===== src/rtl/eth_monitor_pkg.sv =====
`default_nettype none
// ============================================================================
// Module   : eth_monitor_pkg
// Brief    : Shared FSM encoding and counter constants for the activity monitor
// Revision : 1.0
// ============================================================================
package eth_monitor_pkg;

    typedef enum logic [0:0] {
        ST_IDLE = 1'b0,
        ST_PKT  = 1'b1
    } mon_state_t;

    localparam int c_cnt_width_default = 32;
    localparam int c_hold_cycles_default = 16;

endpackage : eth_monitor_pkg
`default_nettype wire


===== src/rtl/sat_counter.sv =====
`default_nettype none
// ============================================================================
// Module   : sat_counter
// Brief    : Statistics counter that sticks at all-ones; clear beats increment
// Revision : 1.0
// ============================================================================
module sat_counter
    import eth_monitor_pkg::*;
#(
    parameter int CNT_WIDTH = c_cnt_width_default
) (
    input  logic                 clk,
    input  logic                 resetn,
    input  logic                 inc,
    input  logic                 clr,
    output logic [CNT_WIDTH-1:0] count
);

    localparam logic [CNT_WIDTH-1:0] c_sat_max = '1;

    logic [CNT_WIDTH-1:0] r_count;

    always_ff @(posedge clk) begin
        if (!resetn) begin
            r_count <= '0;
        end else if (clr) begin
            r_count <= '0;
        end else if (inc && (r_count != c_sat_max)) begin
            r_count <= r_count + CNT_WIDTH'(1);
        end
    end

    assign count = r_count;

endmodule : sat_counter
`default_nettype wire


===== src/rtl/eth_activity_monitor.sv =====
`default_nettype none
// ============================================================================
// Module   : eth_activity_monitor
// Brief    : Zero-latency AXI-Stream tap with busy flag, packet FSM and stats
// Revision : 1.0
// ============================================================================
module eth_activity_monitor
    import eth_monitor_pkg::*;
#(
    parameter int DATA_WIDTH  = 512,
    parameter int HOLD_CYCLES = c_hold_cycles_default,
    parameter int CNT_WIDTH   = c_cnt_width_default
) (
    input  logic                    clk,
    input  logic                    resetn,

    input  logic [DATA_WIDTH-1:0]   S_AXIS_tdata,
    input  logic [DATA_WIDTH/8-1:0] S_AXIS_tkeep,
    input  logic                    S_AXIS_tlast,
    input  logic                    S_AXIS_tuser,
    input  logic                    S_AXIS_tvalid,
    output logic                    S_AXIS_tready,

    output logic [DATA_WIDTH-1:0]   M_AXIS_tdata,
    output logic [DATA_WIDTH/8-1:0] M_AXIS_tkeep,
    output logic                    M_AXIS_tlast,
    output logic                    M_AXIS_tuser,
    output logic                    M_AXIS_tvalid,
    input  logic                    M_AXIS_tready,

    input  logic                    clear_stats,
    output logic                    eth_busy,
    output logic                    in_packet,
    output logic [CNT_WIDTH-1:0]    packet_count,
    output logic [CNT_WIDTH-1:0]    err_count,
    output logic [CNT_WIDTH-1:0]    stall_count
);

    // A zero hold still needs a 1-bit counter; it simply never leaves zero.
    localparam int c_hold_w = (HOLD_CYCLES > 0) ? $clog2(HOLD_CYCLES + 1) : 1;
    localparam logic [c_hold_w-1:0] c_hold_load = c_hold_w'(HOLD_CYCLES);

    logic                w_accept;
    logic                w_stall;
    logic                w_pkt_end;
    logic                w_err_end;
    logic [c_hold_w-1:0] r_hold;
    logic                r_busy;
    mon_state_t          r_state;
    logic                r_in_packet;

    assign M_AXIS_tdata  = S_AXIS_tdata;
    assign M_AXIS_tkeep  = S_AXIS_tkeep;
    assign M_AXIS_tlast  = S_AXIS_tlast;
    assign M_AXIS_tuser  = S_AXIS_tuser;
    assign M_AXIS_tvalid = S_AXIS_tvalid;
    assign S_AXIS_tready = M_AXIS_tready;

    assign w_accept  = S_AXIS_tvalid && M_AXIS_tready;
    assign w_stall   = S_AXIS_tvalid && !M_AXIS_tready;
    assign w_pkt_end = w_accept && S_AXIS_tlast;
    assign w_err_end = w_pkt_end && S_AXIS_tuser;

    always_ff @(posedge clk) begin
        if (!resetn) begin
            r_hold <= '0;
            r_busy <= 1'b0;
        end else begin
            if (S_AXIS_tvalid) begin
                r_hold <= c_hold_load;
            end else if (r_hold != '0) begin
                r_hold <= r_hold - c_hold_w'(1);
            end
            r_busy <= S_AXIS_tvalid || (r_hold != '0);
        end
    end

    // A single-beat packet (tlast on the first beat) never enters ST_PKT.
    always_ff @(posedge clk) begin
        if (!resetn) begin
            r_state     <= ST_IDLE;
            r_in_packet <= 1'b0;
        end else begin
            case (r_state)
                ST_IDLE: begin
                    if (w_accept && !S_AXIS_tlast) begin
                        r_state     <= ST_PKT;
                        r_in_packet <= 1'b1;
                    end
                end
                ST_PKT: begin
                    if (w_pkt_end) begin
                        r_state     <= ST_IDLE;
                        r_in_packet <= 1'b0;
                    end
                end
                default: begin
                    r_state     <= ST_IDLE;
                    r_in_packet <= 1'b0;
                end
            endcase
        end
    end

    assign eth_busy  = r_busy;
    assign in_packet = r_in_packet;

    sat_counter #(.CNT_WIDTH(CNT_WIDTH)) u_pkt_cnt (
        .clk    (clk),
        .resetn (resetn),
        .inc    (w_pkt_end),
        .clr    (clear_stats),
        .count  (packet_count)
    );

    sat_counter #(.CNT_WIDTH(CNT_WIDTH)) u_err_cnt (
        .clk    (clk),
        .resetn (resetn),
        .inc    (w_err_end),
        .clr    (clear_stats),
        .count  (err_count)
    );

    sat_counter #(.CNT_WIDTH(CNT_WIDTH)) u_stall_cnt (
        .clk    (clk),
        .resetn (resetn),
        .inc    (w_stall),
        .clr    (clear_stats),
        .count  (stall_count)
    );

endmodule : eth_activity_monitor
`default_nettype wire


===== config.mk =====
export PLATFORM = sky130hd
export DESIGN_NAME = eth_activity_monitor
export DESIGN_NICKNAME = d
export VERILOG_FILES = /design/src/rtl/eth_monitor_pkg.sv /design/src/rtl/sat_counter.sv /design/src/rtl/eth_activity_monitor.sv
export SDC_FILE = /design/constraint.sdc
export NUM_CORES = 1
export LEC_CHECK = 0
export ABC_AREA = 1
export CELL_PAD_IN_SITES_DETAIL_PLACEMENT = 1
export CELL_PAD_IN_SITES_GLOBAL_PLACEMENT = 2
export CORE_AREA = 2 2 497 499
export DETAILED_ROUTE_END_ITERATION = 12
export DIE_AREA = 0 0 499 501
export PLACE_DENSITY = 0.48
export SLEW_MARGIN = 20
export SYNTH_ARGS = -nofsm -noshare
export SYNTH_HDL_FRONTEND = slang
export SYNTH_SLANG_ARGS = --single-unit

===== constraint.sdc =====
create_clock -name clk -period 1.9 [get_ports clk]
set_input_delay 0.38 -clock clk [delete_from_list [all_inputs] [get_ports clk]]
set_output_delay 0.38 -clock clk [all_outputs]
set_load 0.03 [all_outputs]

Word-level counts from Yosys, hierarchy flattened --
Index checks and enable logic that the tools add are counted.
Operators by class: add/subtract/negate cells 4, $mul 0, div/mod/pow operators 0, $lt $le $gt $ge 0, eq/ne operators 5, shifts and indexed selects 0, muxes and demuxes 8, bitwise gates (word level) 2, reduce and logical (&&, ||, !) cells 16
Operators by type and width (count):
- $add 32x1->32 const B | 3
- $ne 32x32->1 const B | 3
- $mux 5 | 2
- $logic_and 1x1->1 | 8
- $reduce_bool 5->1 | 1
- $sub 5x1->5 const B | 1
- $mux 1 | 4
- $pmux 1 s2 | 2
- $reduce_or 2->1 | 2
- $logic_not 1->1 | 2
- $ne 2x1->1 const B | 1
- $ne 2x2->1 const B | 1
- $not 1->1 | 2
- $reduce_and 2->1 | 1
- $reduce_bool 2->1 | 1
- $logic_or 1x1->1 | 1
Storage, ports and cells: flip-flop bits (word level) 104, bits in latches 0, bits in writable memories 0, bits in read-only memories 0, input port bits 583, output and inout bits 678, logic and storage cells 43, memories 0

Logic depth before layout (Yosys ltp) --
depth in word-level cells 4, gate-level depth with buffers 11, depth with buffers taken out 11

Cells and area by module --
Synthesis repeated with hierarchy kept, for this count alone.
Second synthesis, totals: cells, all modules 1630, area total of the unflattened synthesis 10953.0 um^2
Modules (own cells, without submodules):
- sat_counter | times used 3, cells an instance 332, area an instance 2069.5 um^2
- eth_activity_monitor | times used 1, cells an instance 634, area an instance 4744.6 um^2

Least setup slack after synthesis --
OpenSTA, ideal clock, no wires.
kind register to register, from reg u_stall_cnt.r_count[1], in the netlist u_stall_cnt.count[1], to reg u_stall_cnt.r_count[26], in the netlist u_stall_cnt.count[26], setup time 0.116 ns, arrival 1.741 ns, required time 1.784 ns, slack 0.043 ns, cell stages (with the launch flop) 11, path buffers 0, period minus slack after synthesis 1.857 ns, cell sequence dfxtp_1 -> ha_1 -> nand2_1 -> nor2_2 -> nand3_1 -> nor2_1 -> inv_1 -> nor2_1 -> nand3_1 -> nand2_1 -> nor2_1
On the way: word-level cells in the longest chain between the ends 2, elaborated cells on any way between the ends 3, classes of those cells add/sub (1); eq/ne (1); reduce/logical (1)
RTL lines:
- from (decl) | RTL line sat_counter.sv:21 | logic [CNT_WIDTH-1:0] r_count;
- from (signal assigned) | RTL line sat_counter.sv:29 | r_count <= r_count + CNT_WIDTH'(1);
- branches (longest 2 deep; another with $add 32x1->32)
Several ways; the timed one is not identified. A chain may end at the register's enable or synchronous reset.

Worst setup path after layout --
from in S_AXIS_tlast, to reg u_err_cnt.r_count[20], in the netlist u_err_cnt.count[20]
On the way: word-level cells in the longest chain between the ends 3
RTL lines:
- from (decl) | RTL line eth_activity_monitor.sv:19 | input logic S_AXIS_tlast,
- $logic_and 1x1->1 | RTL line eth_activity_monitor.sv:61 | assign w_pkt_end = w_accept && S_AXIS_tlast;
- $logic_and 1x1->1 | RTL line eth_activity_monitor.sv:62 | assign w_err_end = w_pkt_end && S_AXIS_tuser;
- $logic_and 1x1->1 | RTL line sat_counter.sv:28 | end else if (inc && (r_count != c_sat_max)) begin
- to (signal assigned) | RTL line sat_counter.sv:29
- to (decl) | RTL line sat_counter.sv:21
Every way passes these cells.

==> impl_metrics.json <==
{
  "status": "complete, no violations",
  "drv_cap": 0,
  "avgRoutedWirePerCell_um": 21.6,
  "die-area_um2": 250000,
  "drv_slew": 0,
  "drtPass1Iterations": 4,
  "path_delay_family": "simple AND/OR/NAND/NOR gates",
  "synth_ff_type": "dfxtp_1",
  "power_density_nw_per_um2": 380,
  "clockRootBuffer": "clkbuf_16",
  "arrival_ns": 2.20,
  "reg2reg_setup_slack_ns": 0.16,
  "slew_headroom_pct": 70.9,
  "syn_to_final_growth_pct": 23.0,
  "coreArea_um2": 245000,
  "whs_path_depth": 2,
  "grt_overflow": 0,
  "cts_sinks": 104,
  "path_buf_inv": 3,
  "crit_type": "in2reg",
  "num_rows": 182,
  "ys_seq_area_share_pct": 20.0,
  "die_w_um": 499,
  "dp_hpwl_mm": 86.8,
  "syn_avg_cell_area_um2": 6.62,
  "grt_pass1_vias": 8926,
  "dr.first_iter.drc_count": 330,
  "design_area_um2": 12800,
  "tightestPinTransition_ns": 0.438,
  "viasPerCell": 1.88,
  "totalNegativeSetupSlack_ns": 0,
  "routabilityCongestion": 0.701,
  "drc": 0,
  "ir_drop_uv": 370,
  "hold_class": "reg2reg",
  "grt_pass1_wl_mm": 116,
  "ant_nets": 0,
  "syn_nets": 2156,
  "p_leak_nw": 3.85,
  "placed_area_um2": 12400,
  "cts-buffers-inserted": 9,
  "antenna_found_initial": 0,
  "postSynthCellCount": 1569,
  "portBuffers": 108,
  "clock_latency_ns": 0.45,
  "fin_crit_ns": 1.86,
  "synth_most_common_cell": "buf_4",
  "setup_viol": 0,
  "synth_edf_count": 0,
  "cp_max_fo": 7,
  "ios": 1261,
  "r2r_start": "u_pkt_cnt.count[0]",
  "start_util_pct": 4.25,
  "synth_top_cell_area_share_pct": 42.0,
  "yosys-top-cells-count": "buf_4 (581), nand2_1 (263), nor2_1 (241), dfxtp_1 (104), inv_1 (90)",
  "synth_top_area_cell": "buf_4",
  "dp.cells": 4427,
  "required_ns": 2.23,
  "wirelength_mm": 95.9,
  "slowest_stage": "clkdlybuf4s50_1",
  "start_kind": "input port",
  "ys_types": 32,
  "r2r_cells": 11,
  "final_nets": 1807,
  "stdcell_count": 4445,
  "die_y_um": 501,
  "rsz0062_at_grt": "yes",
  "crit_chain": "clkdlybuf4s50_1 > inv_1 > nor2_4 > buf_12 > nand2_8 > nor2_2 > nand2_1 > nor2_1 > nand3_1 > nand2_1 > nor2_1",
  "hold_buffers": 0,
  "htree_num_levels": 3,
  "hold_viol": 0,
  "synth-seq-cells": 104,
  "finalCritPeriodShare_pct": 98.0,
  "post_synth_instance_area_um2": 10400,
  "grt_use_total_pct": 7.43,
  "yosysWarningCount": 0,
  "antennaDiodeCount": 0,
  "slowest_delay_ns": 0.56,
  "synthTopCellsByArea": "buf_4 (42%), dfxtp_1 (20%), nand2_1 (9.5%)",
  "async_flop_share_pct": 0,
  "grt_max_degree": 36,
  "crit_path_end_kind": "flop",
  "fmax_mhz": 537,
  "skew_ns": 0.0298,
  "tritoncts": "yes",
  "r2r_end": "u_pkt_cnt.count[25]",
  "clkTransAtPathRegs_ns": 0.11,
  "cts_buffer_depth": 2,
  "drive_gt1_share_pct": 22.0,
  "vias": 8371
}
## layout by cell type (no fill, tap or decap), types with 2 or more instances in the layout
master and instances:
inv_8 2, nor2_4 9, buf_4 140, nand2_1 257
nor2_2 19, inv_6 2, nor2_1 228, inv_2 3
nand2_4 2, nor3_1 9, and2_1 5, nand3_2 5
clkdlybuf4s15_1 2, dlygate4sd2_1 53, clkdlybuf4s50_1 6, nand2_2 10
o21ai_0 21, xnor2_1 8, a31oi_1 9, nand4_1 21
buf_12 39, clkbuf_16 9, clkinv_8 2, nand3b_1 2
ha_1 3, inv_1 89, dfxtp_1 88, xor2_1 8
dfxtp_2 16, a21oi_1 66, nand3_1 78
## registers in the layout, indices dropped and copies added (netlist names), named ones only
name,cells
r_hold,5
u_pkt_cnt.count,32
u_err_cnt.count,32
in_packet,1
u_stall_cnt.count,32
eth_busy,1
## worst min-delay path: cells and delay by family (launching register included)
kind            cells  cell delay [ns]
flops               1             0.31
buf+inv             1             0.07
compound gates      1             0.07
## cell type report
cell class	instances	area, um2
Fill cell	29400	232000
Tap cell	3220	4030
Clock buffer	9	225
Clock inverter	7	88.8
Multi-Input combinational cell	769	3570
Inverter	92	345
Timing Repair Buffer	244	2420
Sequential cell	104	2100
## kinds of logic after synthesis
logic type,synth area share (%)
xor gates and xnor gates,1.35
adders and majority gates,0.482
and+or+nand+nor,26.6
AOI/OAI and AO/OA,4.96
buffers and inverters,46.6
DFF,20.0
## stage by stage
step	power (W)	util, %	setup slack, ns	hold WS [ns]
6_report	0.00486	5.22	0.0376	0.478
5_1_grt	0.00516	5.22	-0.0109	0.521
4_1_cts	0.00508	5.18	0.0189	0.482
3_5_place_dp	0.00268	5.07	-0.539	0.464
3_3_place_gp	0.00268	5.07	-0.497	0.457
2_1_floorplan	0.00472	-	0.0427	0.440
## worst max-delay path by stage
stage | startpoint | endpoint | cells after the start
CTS | u_pkt_cnt.count[0] | u_pkt_cnt.count[30] | 10
global placement | S_AXIS_tlast | u_err_cnt.count[28] | 11
finish | S_AXIS_tlast | u_err_cnt.count[20] | 11
global route | S_AXIS_tlast | u_pkt_cnt.count[30] | 12
floorplan | u_stall_cnt.count[1] | u_stall_cnt.count[26] | 10
detailed placement | S_AXIS_tlast | u_err_cnt.count[28] | 11
## power breakdown
group          leakage [nW]  internal [W]  switching [W]
registers             0.848       0.00220      0.0000162
clock network         0.153      0.000962        0.00129
logic                  2.85      0.000157       0.000236
## per-layer routing
layer	share of wire (%)	track usage [%]	up-vias
met3	27	9.07	340
met2	41	10.7	822
met1	23	4.97	3600
li1	-	-	3607
met5	0.089	0.232	-
met4	8.7	5.85	2
## repair_timing
| item | in CTS | in global routing |
|---|---|---|
| buffers inserted | 0 | 2 |
| pin swaps | 0 | 2 |
| gates resized for setup | 73 | 39 |
| hold endpoints to repair | 0 | 0 |
| setup endpoints to repair | 96 | 56 |
(Power assumes the default switching activity.)
